===== config.mk =====
export PLATFORM = sky130hd
export DESIGN_NAME = seq_subtractor_flat
export DESIGN_NICKNAME = d
export VERILOG_FILES = /design/src/rtl/seq_subtractor_if.sv /design/src/rtl/seq_subtractor.sv /design/src/flat_wrapper.sv
export SDC_FILE = /design/constraint.sdc
export NUM_CORES = 1
export LEC_CHECK = 0
export ABC_AREA = 0
export CORE_UTILIZATION = 45
export CTS_BUF_LIST = sky130_fd_sc_hd__clkbuf_8
export DETAILED_ROUTE_END_ITERATION = 10
export HOLD_SLACK_MARGIN = 0.03
export PLACE_DENSITY_LB_ADDON = 0.12
export SLEW_MARGIN = 20
export SYNTH_ARGS = -nofsm -noshare
export SYNTH_HDL_FRONTEND = slang
export SYNTH_SLANG_ARGS = --single-unit

===== constraint.sdc =====
create_clock -name clk -period 5.55 [get_ports clk]
set_input_delay 1.665 -clock clk [delete_from_list [all_inputs] [get_ports clk]]
set_output_delay 1.665 -clock clk [all_outputs]
set_load 0.005 [all_outputs]

===== src/rtl/seq_subtractor_if.sv =====
// seq_subtractor_if: start/busy/done handshake and operand/result bus for
// seq_subtractor. The ovf signal exists only when SEQ_SUB_OVF_EN is defined.
interface seq_subtractor_if #(
   parameter int WIDTH = 16
);
   logic             start;
   logic [WIDTH-1:0] a;
   logic [WIDTH-1:0] b;
   logic             bin;
   logic             busy;
   logic             done;
   logic [WIDTH-1:0] diff;
   logic             bout;
`ifdef SEQ_SUB_OVF_EN
   logic             ovf;
`endif

   modport master (
      output start, a, b, bin,
      input  busy, done, diff, bout
`ifdef SEQ_SUB_OVF_EN
      , input ovf
`endif
   );

   modport slave (
      input  start, a, b, bin,
      output busy, done, diff, bout
`ifdef SEQ_SUB_OVF_EN
      , output ovf
`endif
   );
endinterface


===== src/rtl/seq_subtractor.sv =====
// seq_subtractor: digit-serial a - b - bin over WIDTH bits, DIGIT bits per
// clock, LSB digit first, with a start/busy/done handshake.
// Optional feature macro: SEQ_SUB_OVF_EN adds a registered signed-overflow flag.
module seq_subtractor #(
   parameter int WIDTH = 16,
   parameter int DIGIT = 4
) (
   input  logic             clk,
   input  logic             rst_n,
   seq_subtractor_if.slave  bus
);
   localparam int NDIG = WIDTH / DIGIT;
   localparam int CW   = $clog2(NDIG) + 1;
   localparam logic [CW-1:0] LAST_DIG = CW'(NDIG - 1);

   localparam logic [1:0] S_IDLE = 2'd0;
   localparam logic [1:0] S_RUN  = 2'd1;
   localparam logic [1:0] S_DONE = 2'd2;

   logic [1:0]       state_q;
   logic [WIDTH-1:0] a_q;
   logic [WIDTH-1:0] b_q;
   logic [WIDTH-1:0] res_q;
   logic             br_q;
   logic [CW-1:0]    cnt_q;
   logic [WIDTH-1:0] diff_q;
   logic             bout_q;
   logic             busy_q;
   logic             done_q;

   logic [31:0]      base;
   logic [DIGIT:0]   slice;
   logic [WIDTH-1:0] res_next;
   logic             last_dig;
`ifdef SEQ_SUB_OVF_EN
   logic             ovf_q;
   logic             ovf_next;
`endif

   // Full-subtractor slice for the current digit; the extra top bit is the borrow out.
   always_comb begin
      base      = 32'(cnt_q) * 32'(DIGIT);
      slice     = {1'b0, a_q[base +: DIGIT]} - {1'b0, b_q[base +: DIGIT]}
                  - {{DIGIT{1'b0}}, br_q};
      res_next  = res_q;
      res_next[base +: DIGIT] = slice[DIGIT-1:0];
      last_dig  = (cnt_q == LAST_DIG);
`ifdef SEQ_SUB_OVF_EN
      ovf_next  = (a_q[WIDTH-1] != b_q[WIDTH-1]) && (res_next[WIDTH-1] != a_q[WIDTH-1]);
`endif
   end

   // Control FSM plus working and result registers; results load only on the final digit.
   always_ff @(posedge clk or negedge rst_n) begin
      if (!rst_n) begin
         state_q <= S_IDLE;
         a_q     <= '0;
         b_q     <= '0;
         res_q   <= '0;
         br_q    <= 1'b0;
         cnt_q   <= '0;
         diff_q  <= '0;
         bout_q  <= 1'b0;
         busy_q  <= 1'b0;
         done_q  <= 1'b0;
`ifdef SEQ_SUB_OVF_EN
         ovf_q   <= 1'b0;
`endif
      end else begin
         case (state_q)
            S_IDLE: begin
               done_q <= 1'b0;
               if (bus.start) begin
                  a_q     <= bus.a;
                  b_q     <= bus.b;
                  br_q    <= bus.bin;
                  cnt_q   <= '0;
                  res_q   <= '0;
                  busy_q  <= 1'b1;
                  state_q <= S_RUN;
               end
            end
            S_RUN: begin
               res_q <= res_next;
               br_q  <= slice[DIGIT];
               cnt_q <= cnt_q + CW'(1);
               if (last_dig) begin
                  diff_q  <= res_next;
                  bout_q  <= slice[DIGIT];
`ifdef SEQ_SUB_OVF_EN
                  ovf_q   <= ovf_next;
`endif
                  busy_q  <= 1'b0;
                  done_q  <= 1'b1;
                  state_q <= S_DONE;
               end
            end
            S_DONE: begin
               done_q  <= 1'b0;
               state_q <= S_IDLE;
            end
            default: begin
               busy_q  <= 1'b0;
               done_q  <= 1'b0;
               state_q <= S_IDLE;
            end
         endcase
      end
   end

   assign bus.busy = busy_q;
   assign bus.done = done_q;
   assign bus.diff = diff_q;
   assign bus.bout = bout_q;
`ifdef SEQ_SUB_OVF_EN
   assign bus.ovf  = ovf_q;
`endif

endmodule


===== src/flat_wrapper.sv =====
// flat-port wrapper written by rule: the top's interface ports become plain ports
module seq_subtractor_flat 
#(
   parameter int WIDTH = 16,
   parameter int DIGIT = 4
)
  (clk, rst_n, bus_start, bus_a, bus_b, bus_bin, bus_busy, bus_done, bus_diff, bus_bout);
  seq_subtractor_if #(.WIDTH(WIDTH)) bus_i ();
  input  logic clk;
  input  logic rst_n;
  input wire logic [$bits(bus_i.start)-1:0] bus_start;
  input wire logic [$bits(bus_i.a)-1:0] bus_a;
  input wire logic [$bits(bus_i.b)-1:0] bus_b;
  input wire logic [$bits(bus_i.bin)-1:0] bus_bin;
  output wire logic [$bits(bus_i.busy)-1:0] bus_busy;
  output wire logic [$bits(bus_i.done)-1:0] bus_done;
  output wire logic [$bits(bus_i.diff)-1:0] bus_diff;
  output wire logic [$bits(bus_i.bout)-1:0] bus_bout;
  assign bus_i.start = bus_start;
  assign bus_i.a = bus_a;
  assign bus_i.b = bus_b;
  assign bus_i.bin = bus_bin;
  assign bus_busy = bus_i.busy;
  assign bus_done = bus_i.done;
  assign bus_diff = bus_i.diff;
  assign bus_bout = bus_i.bout;
  seq_subtractor #(.WIDTH(WIDTH), .DIGIT(DIGIT)) u_core (.clk(clk), .rst_n(rst_n), .bus(bus_i));
endmodule

**Word level (Yosys, flattened, before mapping)**

Index checks and enable logic that the tools add are counted.
W data, S select, Z words.

- Add/sub/neg operators: 4
- Multipliers: 0
- Div/mod/pow operators: 0
- Order comparisons: 0
- Equality and inequality tests: 5
- Shift-type cells: 4
- Muxes and demuxes: 15
- Bitwise gates (word level): 1
- Reduce and logical (&&, ||, !) cells: 7

Operators by type and width:

| operator | count |
|---|---|
| $neg A5 Y34 | 1 |
| $shift A4 B34 Y16 const A | 1 |
| $shiftx A4 B34 Y16 | 1 |
| $pmux W16 S2 | 1 |
| $shiftx A16 B6 Y4 | 2 |
| $bwmux W16 | 1 |
| $mux W16 | 1 |
| $reduce_and A2 Y1 | 4 |
| $pmux W3 S2 | 1 |
| $mux W1 | 5 |
| $sub A4 B4 Y5 | 1 |
| $sub A5 B1 Y5 | 1 |
| $mux W2 | 2 |
| $pmux W2 S2 | 1 |
| $add A3 B1 Y3 const B | 1 |
| $eq A3 B2 Y1 const B | 1 |
| $mux W3 | 1 |
| $pmux W1 S3 | 1 |
| $reduce_and A3 Y1 | 1 |
| $eq A2 B1 Y1 const B | 1 |
| $eq A2 B2 Y1 const B | 1 |
| $logic_not A2 Y1 | 1 |
| $ne A2 B1 Y1 const B | 1 |
| $ne A2 B2 Y1 const B | 1 |
| other kinds (3) | 3 |

- Register bits: 73
- Latch bits: 0
- RAM bits: 0
- Memory bits (read-only): 0
- Input bits: 36
- Output and inout bits: 19
- Word-level logic and storage cells: 46
- Memories: 0

**Longest topological paths before layout**

Gate-level depths: netlist of run 1.

- Depth in word-level cells: 6
- Depth in mapped cells: 12
- Mapped depth without buffers: 9

**Worst setup path after synthesis of run 1**

Ideal clock, no wire load.

- Path type: reg-to-reg
- From: reg u_core.cnt_q[0]
- To: reg u_core.br_q
- Library setup time: 0.125 ns
- Arrival time: 3.078 ns
- Data required time: 5.425 ns
- Slack: 2.347 ns
- Cell stages (with the launch flop): 13
- Buffers on the path: 3
- Period minus slack after synthesis: 3.203 ns
- Path through: dfrtp_1 > buf_6 > clkbuf_1 > mux4_2 > and2_1 > ha_1 > inv_1 > ha_1 > clkbuf_1 > a21boi_0 > or3_1 > a31oi_1 > mux2_2

- Word-level cells in the longest chain between the ends: 4
- Elaborated cells on any way between the ends: 5
- Those cells by class: 2 x add/sub; 2 x shift; 1 x mux

RTL lines:

| element | RTL line | text |
|---|---|---|
| start, declared | seq_subtractor.sv:25 | `logic [CW-1:0] cnt_q;` |
| start signal, assigned | seq_subtractor.sv:86 | `cnt_q <= cnt_q + CW'(1);` |
| $shiftx A16 B6 Y4 | seq_subtractor.sv:43 | `slice = {1'b0, a_q[base +: DIGIT]} - {1'b0, b_q[base +: DIGIT]}` |
| $sub A4 B4 Y5 (*) | seq_subtractor.sv:43 |  |
| $sub A5 B1 Y5 (*) | seq_subtractor.sv:44 | `- {{DIGIT{1'b0}}, br_q};` |
| $pmux W1 S2 (*) | seq_subtractor.sv:70 | `case (state_q)` |
| end signal, assigned | seq_subtractor.sv:76 | `br_q <= bus.bin;` |
| end signal, assigned | seq_subtractor.sv:85 | `br_q <= slice[DIGIT];` |
| end, declared | seq_subtractor.sv:24 | `logic br_q;` |

Mark *: on every way between the ends. The rest lies on a longest branch, timed or not.
A chain may end at the register's enable or synchronous reset.

**Final worst setup path of run 1**

- From: reg u_core.cnt_q[0]
- To: reg u_core.res_q[15]

- Word-level cells in the longest chain between the ends: 6
- Elaborated cells on any way between the ends: 9
- Those cells by class: 3 x add/sub; 4 x shift; 2 x mux

RTL lines:

| element | RTL line | text |
|---|---|---|
| $shiftx A16 B6 Y4 | seq_subtractor.sv:43 |  |
| $sub A4 B4 Y5 | seq_subtractor.sv:43 |  |
| $sub A5 B1 Y5 | seq_subtractor.sv:44 |  |
| $shiftx A4 B34 Y16 | seq_subtractor.sv:46 | `res_next[base +: DIGIT] = slice[DIGIT-1:0];` |
| $bwmux W16 (*) | seq_subtractor.sv:46 |  |
| $pmux W16 S2 (*) | seq_subtractor.sv:70 |  |
| end signal, assigned | seq_subtractor.sv:84 | `res_q <= res_next;` |
| end, declared | seq_subtractor.sv:23 | `logic [WIDTH-1:0] res_q;` |

Marked as above.

==> flow_summary.ini, run 1 <==
[route]
avgViaCountPerCell = 5.531
firstDrtPassIters = 4
drt_iter0_drc = 93
totalWireLength_microns = 7077
post_drt_wl_per_cell_microns = 16.12
via_count = 2428
drc_errors = 0
ant_nets = 0

[critical_path]
cp_num_buf_inv = 0
endpoint_kind = register
cp.arrival_ns = 3.66
cp_slowest_cell = dfrtp_1
cp_max_fo = 19
worstSetupPathType = register to register
max_stage_delay_ns = 0.84
crit_family = flip-flops
path_cells = mux4_1 > and2_1 > fa_1 > ha_1 > a311oi_4 > xnor2_1 > a32o_1
cp.required_ns = 5.78
critPathLaunchType = register

[logic_synthesis]
synth_area_sq_um = 3506
synth.avg_cell_area_sq_um = 12.34
synth-edff-count = 0
syn-num-nets = 333
ys_top_cells_by_area = dfrtp_1 52%, mux2_2 11%, ha_1 3.9%
synth.distinct_cells = 48
synth-async-reset-ratio = 1.000
synthCells = 284
yosysTopAreaCellShare = 0.5211
synth_seq_cells = 73
synth_seq_area_share = 0.5211
yosysWarnings = 0
synth_top_area_cell = dfrtp_1
dominantRegCellSynth = dfrtp_1

[timing]
timing.setup.tns_ns = 0
finalWorstSetupSlack_ns = 2.116
clock_skew_ns = 0.01167
finalHoldViolCount = 0
rsz0062_at_grt = false
slew_violations = 0
setup_viol = 0
worstMarginPinSlew_ns = 0.8433
slew_headroom = 0.4378
whs_ns = 0.4859
max_freq_ghz = 0.2912
finalCriticalPeriod_ns = 3.434
finalCritPeriodShare = 0.6188

[place]
postPlaceCellArea_sq_um = 4124
post-dp-hpwl_microns = 4938
dp_slack_ns = 2.082
io_buffers = 54
dpl.cell_count = 423
place_congestion = 0.7821

[floorplan]
die-width_microns = 90.27
ios = 55
die-area_sq_um = 8148
fp.dieH_microns = 90.27
rows = 31
core_area_sq_um = 7408
initial_core_util = 0.4732

[cells_and_area]
design_area_sq_um = 4332
layout_commonest_cell = dfrtp_1
instances_no_fill = 439
area_growth_syn_to_layout_pct = 23.55
layout.nets = 384
final_core_util = 0.5847
diodes = 0
final_cell_mix = 73 x dfrtp_1, 53 x clkdlybuf4s50_1, 33 x mux2_2
drive_above_1_share = 0.1882

[clock_tree]
cts_tree = yes
numClockSinks = 73
ctsResizeCount = 0
numCtsBuffers = 9
cts_root_buf = clkbuf_8
cts_setup_buffers = 0
clk_latency_ns = 0.34
cts_hold_buffers = 0
htree_levels = 3
cts.path.max_buffers = 2
clk_pin_slew_ns = 0.07

[global_routing]
grt_overflow = 0
grt_pass1_vias = 2418
grt_first_pass_wirelength_microns = 12140
track_usage = 0.1908
grt_max_degree = 38
antenna_found_initial = 0

[power_and_ir_drop]
pwr-share-seq = 0.323
intPower_mw = 1.714
fin_total_pwr_mw = 2.899
peakVddDrop_uv = 318.1
power_frac_comb = 0.530
clkPwrFrac = 0.147
power_density_nw_per_um2 = 669.2
leakagePower_nw = 1.894
sw_frac_of_total = 0.4087
netSwitchingPower_mw = 1.185

[worst_hold_path]
hp-class = register to register

[job]
maxCapViolations = 0

[outcome]
status = finished, final reports clean
## layout make-up
cell class	instances	area, sq um
clock buffers	12	165.2
clock inverters	4	42.54
fillers	618	3077
inverters	14	52.55
multi-input cells	180	1563
flip-flops and latches	73	1827
well taps	99	123.9
repair buffers	57	558.0
## flip-flops by register name, summed over array words and instances, names as in the netlist
signal and flops:
u_core.state_q 2, u_core.bus.done 1, u_core.bus.busy 1, u_core.a_q 16, u_core.bus.diff 16, u_core.br_q 1, u_core.b_q 16, u_core.cnt_q 3
u_core.res_q 16, u_core.bus.bout 1
## synth_stat cells (6+ instances only)
| master | n |
|---|---|
| nor2_1 | 20 |
| a22o_1 | 8 |
| mux2_2 | 33 |
| mux4_2 | 6 |
| a221oi_1 | 7 |
| ha_1 | 11 |
| o21ai_0 | 8 |
| clkbuf_1 | 15 |
| a32o_1 | 9 |
| nand2_1 | 16 |
| inv_1 | 12 |
| dfrtp_1 | 73 |
## tightest hold or removal path, cell delays in order (launching register included)
cell	delay (ns)
dfrtp_1	0.35
nand2_1	0.05
o21ai_0	0.06
## power groups by stage
stage          combinational (mW)  clock [mW]  sequential (mW)
3_3_place_gp                 1.53           0            0.943
5_1_grt                      1.71       0.457            0.970
2_1_floorplan                1.13           0            0.871
4_1_cts                      1.56       0.437            0.939
6_report                     1.54       0.427            0.935
3_5_place_dp                 1.55           0            0.949
## kinds of logic (layout without fill, tap and decap cells)
| kind of cell | after synthesis | in the layout | synth area share |
|---|---|---|---|
| and+or+nand+nor | 68 | 68 | 0.1014 |
| AOI/OAI and AO/OA | 52 | 52 | 0.1203 |
| xor gates and xnor gates | 2 | 2 | 0.004997 |
| buffers and inverters | 31 | 87 | 0.03533 |
| DFF | 73 | 73 | 0.5211 |
| adders and majority gates | 13 | 13 | 0.05068 |
| muxes | 45 | 45 | 0.1663 |
## per-layer routing
metal  vias up  GRT usage  wire [microns]
met5         -          0               0
met4         0    0.07527             123
met3        10    0.04966             297
met2        65     0.3073            3440
met1      1212     0.2465            3215
li1       1141          -               -
## worst paths after layout
kind                            slack (ns)                            from  cells past startpoint                        endpoint
worst min-delay path                  0.49  u_core.bus.diff[1]$_DFFE_PN0P_                      2  u_core.bus.diff[1]$_DFFE_PN0P_
worst max-delay path                  2.12     u_core.cnt_q[0]$_DFFE_PN0P_                      7    u_core.res_q[15]$_DFFE_PN0P_
max in group asynchronous             3.13                           rst_n                      2      u_core.b_q[12]$_DFFE_PN0P_
worst min register to register        0.49  u_core.bus.diff[1]$_DFFE_PN0P_                      2  u_core.bus.diff[1]$_DFFE_PN0P_
worst max register to register        2.12     u_core.cnt_q[0]$_DFFE_PN0P_                      7    u_core.res_q[15]$_DFFE_PN0P_
min in group asynchronous             1.42                           rst_n                      1  u_core.bus.diff[0]$_DFFE_PN0P_
Note: power is estimated with default switching activity, not from simulation.
==> run 2: changes to the inputs <==
clock period = 3.3 ns   (was 5.55 ns; I/O delays follow)
==> flow_summary.ini, run 2 (synthesized netlist as in run 1, its figures left out) <==
[clock_tree]
cts_hold_buffers = 0
cts.path.max_buffers = 2
numClockSinks = 73
htree_levels = 3
cts_setup_buffers = 0
clk_pin_slew_ns = 0.08
clk_latency_ns = 0.35
cts_tree = yes
ctsResizeCount = 0
cts_root_buf = clkbuf_8
numCtsBuffers = 9

[timing]
finalCriticalPeriod_ns = 2.964
worstMarginPinSlew_ns = 0.8651
finalWorstSetupSlack_ns = 0.3363
finalHoldViolCount = 0
rsz0062_at_grt = false
finalCritPeriodShare = 0.8981
max_freq_ghz = 0.3374
slew_violations = 0
setup_viol = 0
timing.setup.tns_ns = 0
clock_skew_ns = 0.004908
slew_headroom = 0.4191

[cells_and_area]
layout.nets = 392
area_growth_syn_to_layout_pct = 26.59
instances_no_fill = 447
multiInputGateArea_sq_um = 1560
register_area_sq_um = 1827
final_core_util = 0.5991
fill_cells = 622
layout_commonest_cell = dfrtp_1
final_cell_mix = 73 x dfrtp_1, 53 x clkdlybuf4s50_1, 33 x mux2_2
design_area_sq_um = 4438
diodes = 0
drive_above_1_share = 0.2069

[outcome]
status = finished, final reports clean

[place]
dpl.cell_count = 431
postPlaceCellArea_sq_um = 4194
post-dp-hpwl_microns = 5234
dp_slack_ns = 0.3690
io_buffers = 54
place_congestion = 0.8180

[power_and_ir_drop]
clkPwrFrac = 0.167
leakagePower_nw = 1.947
sw_frac_of_total = 0.4022
peakVddDrop_uv = 728.4
intPower_mw = 3.049
netSwitchingPower_mw = 2.051
pwr-share-seq = 0.299
power_density_nw_per_um2 = 1149
power_frac_comb = 0.533

[critical_path]
endpoint_kind = register
cp.arrival_ns = 3.20
cp.required_ns = 3.54
worstSetupPathType = register to register
cp_max_fo = 7
critPathLaunchType = register

[floorplan]
ios = 55
die-width_microns = 90.27
rows = 31
initial_core_util = 0.4732
core_area_sq_um = 7408
fp.dieH_microns = 90.27
die-area_sq_um = 8148

[global_routing]
antenna_found_initial = 0
grt_overflow = 0
grt_max_degree = 43
grt_pass1_vias = 2451
track_usage = 0.2027
grt_first_pass_wirelength_microns = 12820

[route]
avgViaCountPerCell = 5.465
totalWireLength_microns = 7454
drt_iter0_drc = 132
via_count = 2443
firstDrtPassIters = 4
drc_errors = 0
post_drt_wl_per_cell_microns = 16.68
ant_nets = 0

[job]
maxCapViolations = 0

[worst_hold_path]
hp-class = register to register
==> run 2: power groups by stage <==
stage               sequential [mW]  combinational, mW  clock (mW)
floorplan                      1.46               1.90           0
global placement               1.54               2.66           0
detailed placement             1.55               2.73           0
CTS                            1.53               2.74       0.870
global route                   1.58               2.97       0.909
finish                         1.53               2.72       0.854
==> run 2: layout make-up <==
class	count	area share
Clock buffer	10	0.03101
Clock inverter	6	0.02396
Inverter	14	0.01184
Multi-Input combinational cell	180	0.3516
Sequential cell	73	0.4116
Tap cell	99	0.02791
Timing Repair Buffer	65	0.1421
==> run 2: worst max-delay path: stages, from the launching register on <==
cell and delay, ns:
dfrtp_1 0.41, mux4_1 0.55, and2_1 0.18, fa_1 0.41
ha_1 0.33, a311oi_4 0.45, xnor2_1 0.22, a32o_1 0.30
==> run 2: stage by stage <==
step,hold slack [ns],power [mW]
floorplan,0.4577,3.360
global placement,0.4624,4.194
detailed placement,0.4716,4.277
CTS,0.4889,5.139
global route,0.5103,5.464
finish,0.4821,5.100
==> run 2: final timing paths <==
kind	startpoint	end	slack [ns]	cells past startpoint
setup / recovery	u_core.cnt_q[0]$_DFFE_PN0P_	u_core.res_q[11]$_DFFE_PN0P_	0.34	7
hold / removal	u_core.bus.diff[0]$_DFFE_PN0P_	u_core.bus.diff[0]$_DFFE_PN0P_	0.48	2
setup reg to reg	u_core.cnt_q[0]$_DFFE_PN0P_	u_core.res_q[11]$_DFFE_PN0P_	0.34	7
hold reg to reg	u_core.bus.diff[0]$_DFFE_PN0P_	u_core.bus.diff[0]$_DFFE_PN0P_	0.48	2
max in group asynchronous	rst_n	u_core.a_q[0]$_DFFE_PN0P_	1.92	2
min in group asynchronous	rst_n	u_core.res_q[2]$_DFFE_PN0P_	0.70	1
==> run 2: layer usage <==
| layer | track usage | vias to the layer above | wire length [microns] |
|---|---|---|---|
| li1 | - | 1159 | - |
| met1 | 0.2673 | 1207 | 3415 |
| met2 | 0.3232 | 61 | 3535 |
| met3 | 0.04293 | 16 | 321 |
| met4 | 0.09005 | 0 | 181 |
| met5 | 0 | - | 0 |
==> run 3: changes to the inputs <==
CORE_UTILIZATION = 50   (was 45)
GPL_TIMING_DRIVEN = 0   (was not set)
==> flow_summary.ini, run 3 (synthesized netlist as in run 1, its figures left out) <==
[critical_path]
cp_max_fo = 10
r2r-start = u_core.cnt_q[0]$_DFFE_PN0P_
cp.required_ns = 3.60
r2r-end = u_core.br_q$_DFFE_PN0P_
rr_worst_depth = 12
worstSetupPathType = register to register
cp.arrival_ns = 3.44
cp_slowest_cell = mux4_2
r2r_slack_ns = 0.16
endpoint_kind = register
path_cells = buf_6 > buf_6 > mux4_2 > and2_1 > ha_1 > inv_1 > ha_1 > clkbuf_2 > a21boi_0 > or3_1 > a31oi_1 > mux2_2
critPathLaunchType = register
max_stage_delay_ns = 0.50

[floorplan]
fp.dieH_microns = 85.74
die-width_microns = 85.74
die-area_sq_um = 7350
ios = 55
rows = 30
core_area_sq_um = 6794
initial_core_util = 0.5160

[outcome]
status = finished, final reports clean

[place]
post-dp-hpwl_microns = 5106
place_congestion = 0.7867
io_buffers = 54
postPlaceCellArea_sq_um = 4192
dpl.cell_count = 435

[worst_hold_path]
holdPathEnd = u_core.bus.diff[1]$_DFFE_PN0P_
min_path_cells = 2
min-delay-start = u_core.bus.diff[1]$_DFFE_PN0P_
hp-class = register to register

[cells_and_area]
drive_above_1_share = 0.1910
final_cell_mix = 72 x dfrtp_1, 53 x clkdlybuf4s50_1, 33 x mux2_2
area_growth_syn_to_layout_pct = 27.52
fill_cells = 536
final_core_util = 0.6580
instances_no_fill = 452
diodes = 0
layout_commonest_cell = dfrtp_1
layout.nets = 400
design_area_sq_um = 4471

[power_and_ir_drop]
peakVddDrop_uv = 758.3
power_density_nw_per_um2 = 1175
leakagePower_nw = 1.950
fin_total_pwr_mw = 5.252

[timing]
slew_headroom = 0.3880
max_freq_ghz = 0.3186
finalCritPeriodShare = 0.9511
rsz0062_at_grt = true
finalHoldViolCount = 0
slew_violations = 0
worstMarginPinSlew_ns = 0.9159
finalCriticalPeriod_ns = 3.139
setup_viol = 0
clock_skew_ns = 0.01227
timing.setup.tns_ns = 0

[route]
drt_iter0_drc = 124
totalWireLength_microns = 7264
ant_nets = 0
firstDrtPassIters = 4
post_drt_wl_per_cell_microns = 16.07
avgViaCountPerCell = 5.500
via_count = 2486
drc_errors = 0

[clock_tree]
cts_hold_buffers = 0
cts_tree = yes
htree_levels = 3
clk_pin_slew_ns = 0.07
cts.path.max_buffers = 2
cts_root_buf = clkbuf_8
numCtsBuffers = 9
clk_latency_ns = 0.36
numClockSinks = 73

[global_routing]
track_usage = 0.2215
grt_pass1_vias = 2527
grt_overflow = 0
grt_first_pass_wirelength_microns = 12210
antenna_found_initial = 0
grt_max_degree = 49

[job]
maxCapViolations = 0
[run 3: timing repair]
item | in CTS | in global routing
setup buffers | 0 | 1
setup endpoints to repair | 22 | 5
pin swaps | 0 | 1
resized for setup | 5 | 5
[run 3: through the flow]
stage	worst slack, ns	hold WS, ns
global route	-0.009037	0.5025
global placement	-1.343	0.4597
floorplan	0.09717	0.4577
finish	0.1614	0.4793
CTS	0.02007	0.4861
detailed placement	-0.4385	0.4696
[run 3: worst max-delay path by stage]
stage | start | to
5_1_grt | u_core.cnt_q[0]$_DFFE_PN0P_ | u_core.br_q$_DFFE_PN0P_
2_1_floorplan | u_core.cnt_q[0]$_DFFE_PN0P_ | u_core.br_q$_DFFE_PN0P_
3_3_place_gp | rst_n | u_core.a_q[11]$_DFFE_PN0P_
6_report | u_core.cnt_q[0]$_DFFE_PN0P_ | u_core.br_q$_DFFE_PN0P_
3_5_place_dp | u_core.cnt_q[0]$_DFFE_PN0P_ | u_core.br_q$_DFFE_PN0P_
4_1_cts | u_core.cnt_q[0]$_DFFE_PN0P_ | u_core.br_q$_DFFE_PN0P_
[run 3: worst max-delay path: cells and delay by family (launching register included)]
family	cells	cell delay [ns]
muxes	2	0.66
buffers and inverters	4	0.57
adders and majority gates	2	0.55
and+or+nand+nor	2	0.54
DFF	1	0.40
AOI/OAI and AO/OA	2	0.36
[run 3: cell type report]
type	count	area (sq um)	area share
clock inverters	6	106.4	0.02379
multi-input cells	180	1572	0.3515
clock buffers	10	137.6	0.03079
inverters	14	52.55	0.01175
plain buffers	17	81.33	0.01819
repair buffers	56	573.1	0.1282
well taps	96	120.1	0.02687
flip-flops and latches	73	1828	0.4089
[run 3: metal layers]
layer	part of all wire	track usage	up-vias	wire (microns)
met2	0.48	0.3498	83	3481
met3	0.052	0.05486	15	376
met4	0.023	0.09394	0	170
met5	0	0	-	0
li1	-	-	1173	-
met1	0.45	0.2935	1215	3235
[run 3: report_power, final]
| part | internal, mW | leakage (nW) | switching, mW | total (mW) |
|---|---|---|---|---|
| clock network | 0.519 | 0.124 | 0.336 | 0.855 |
| registers | 1.29 | 0.911 | 0.211 | 1.50 |
| logic | 1.29 | 0.915 | 1.61 | 2.90 |
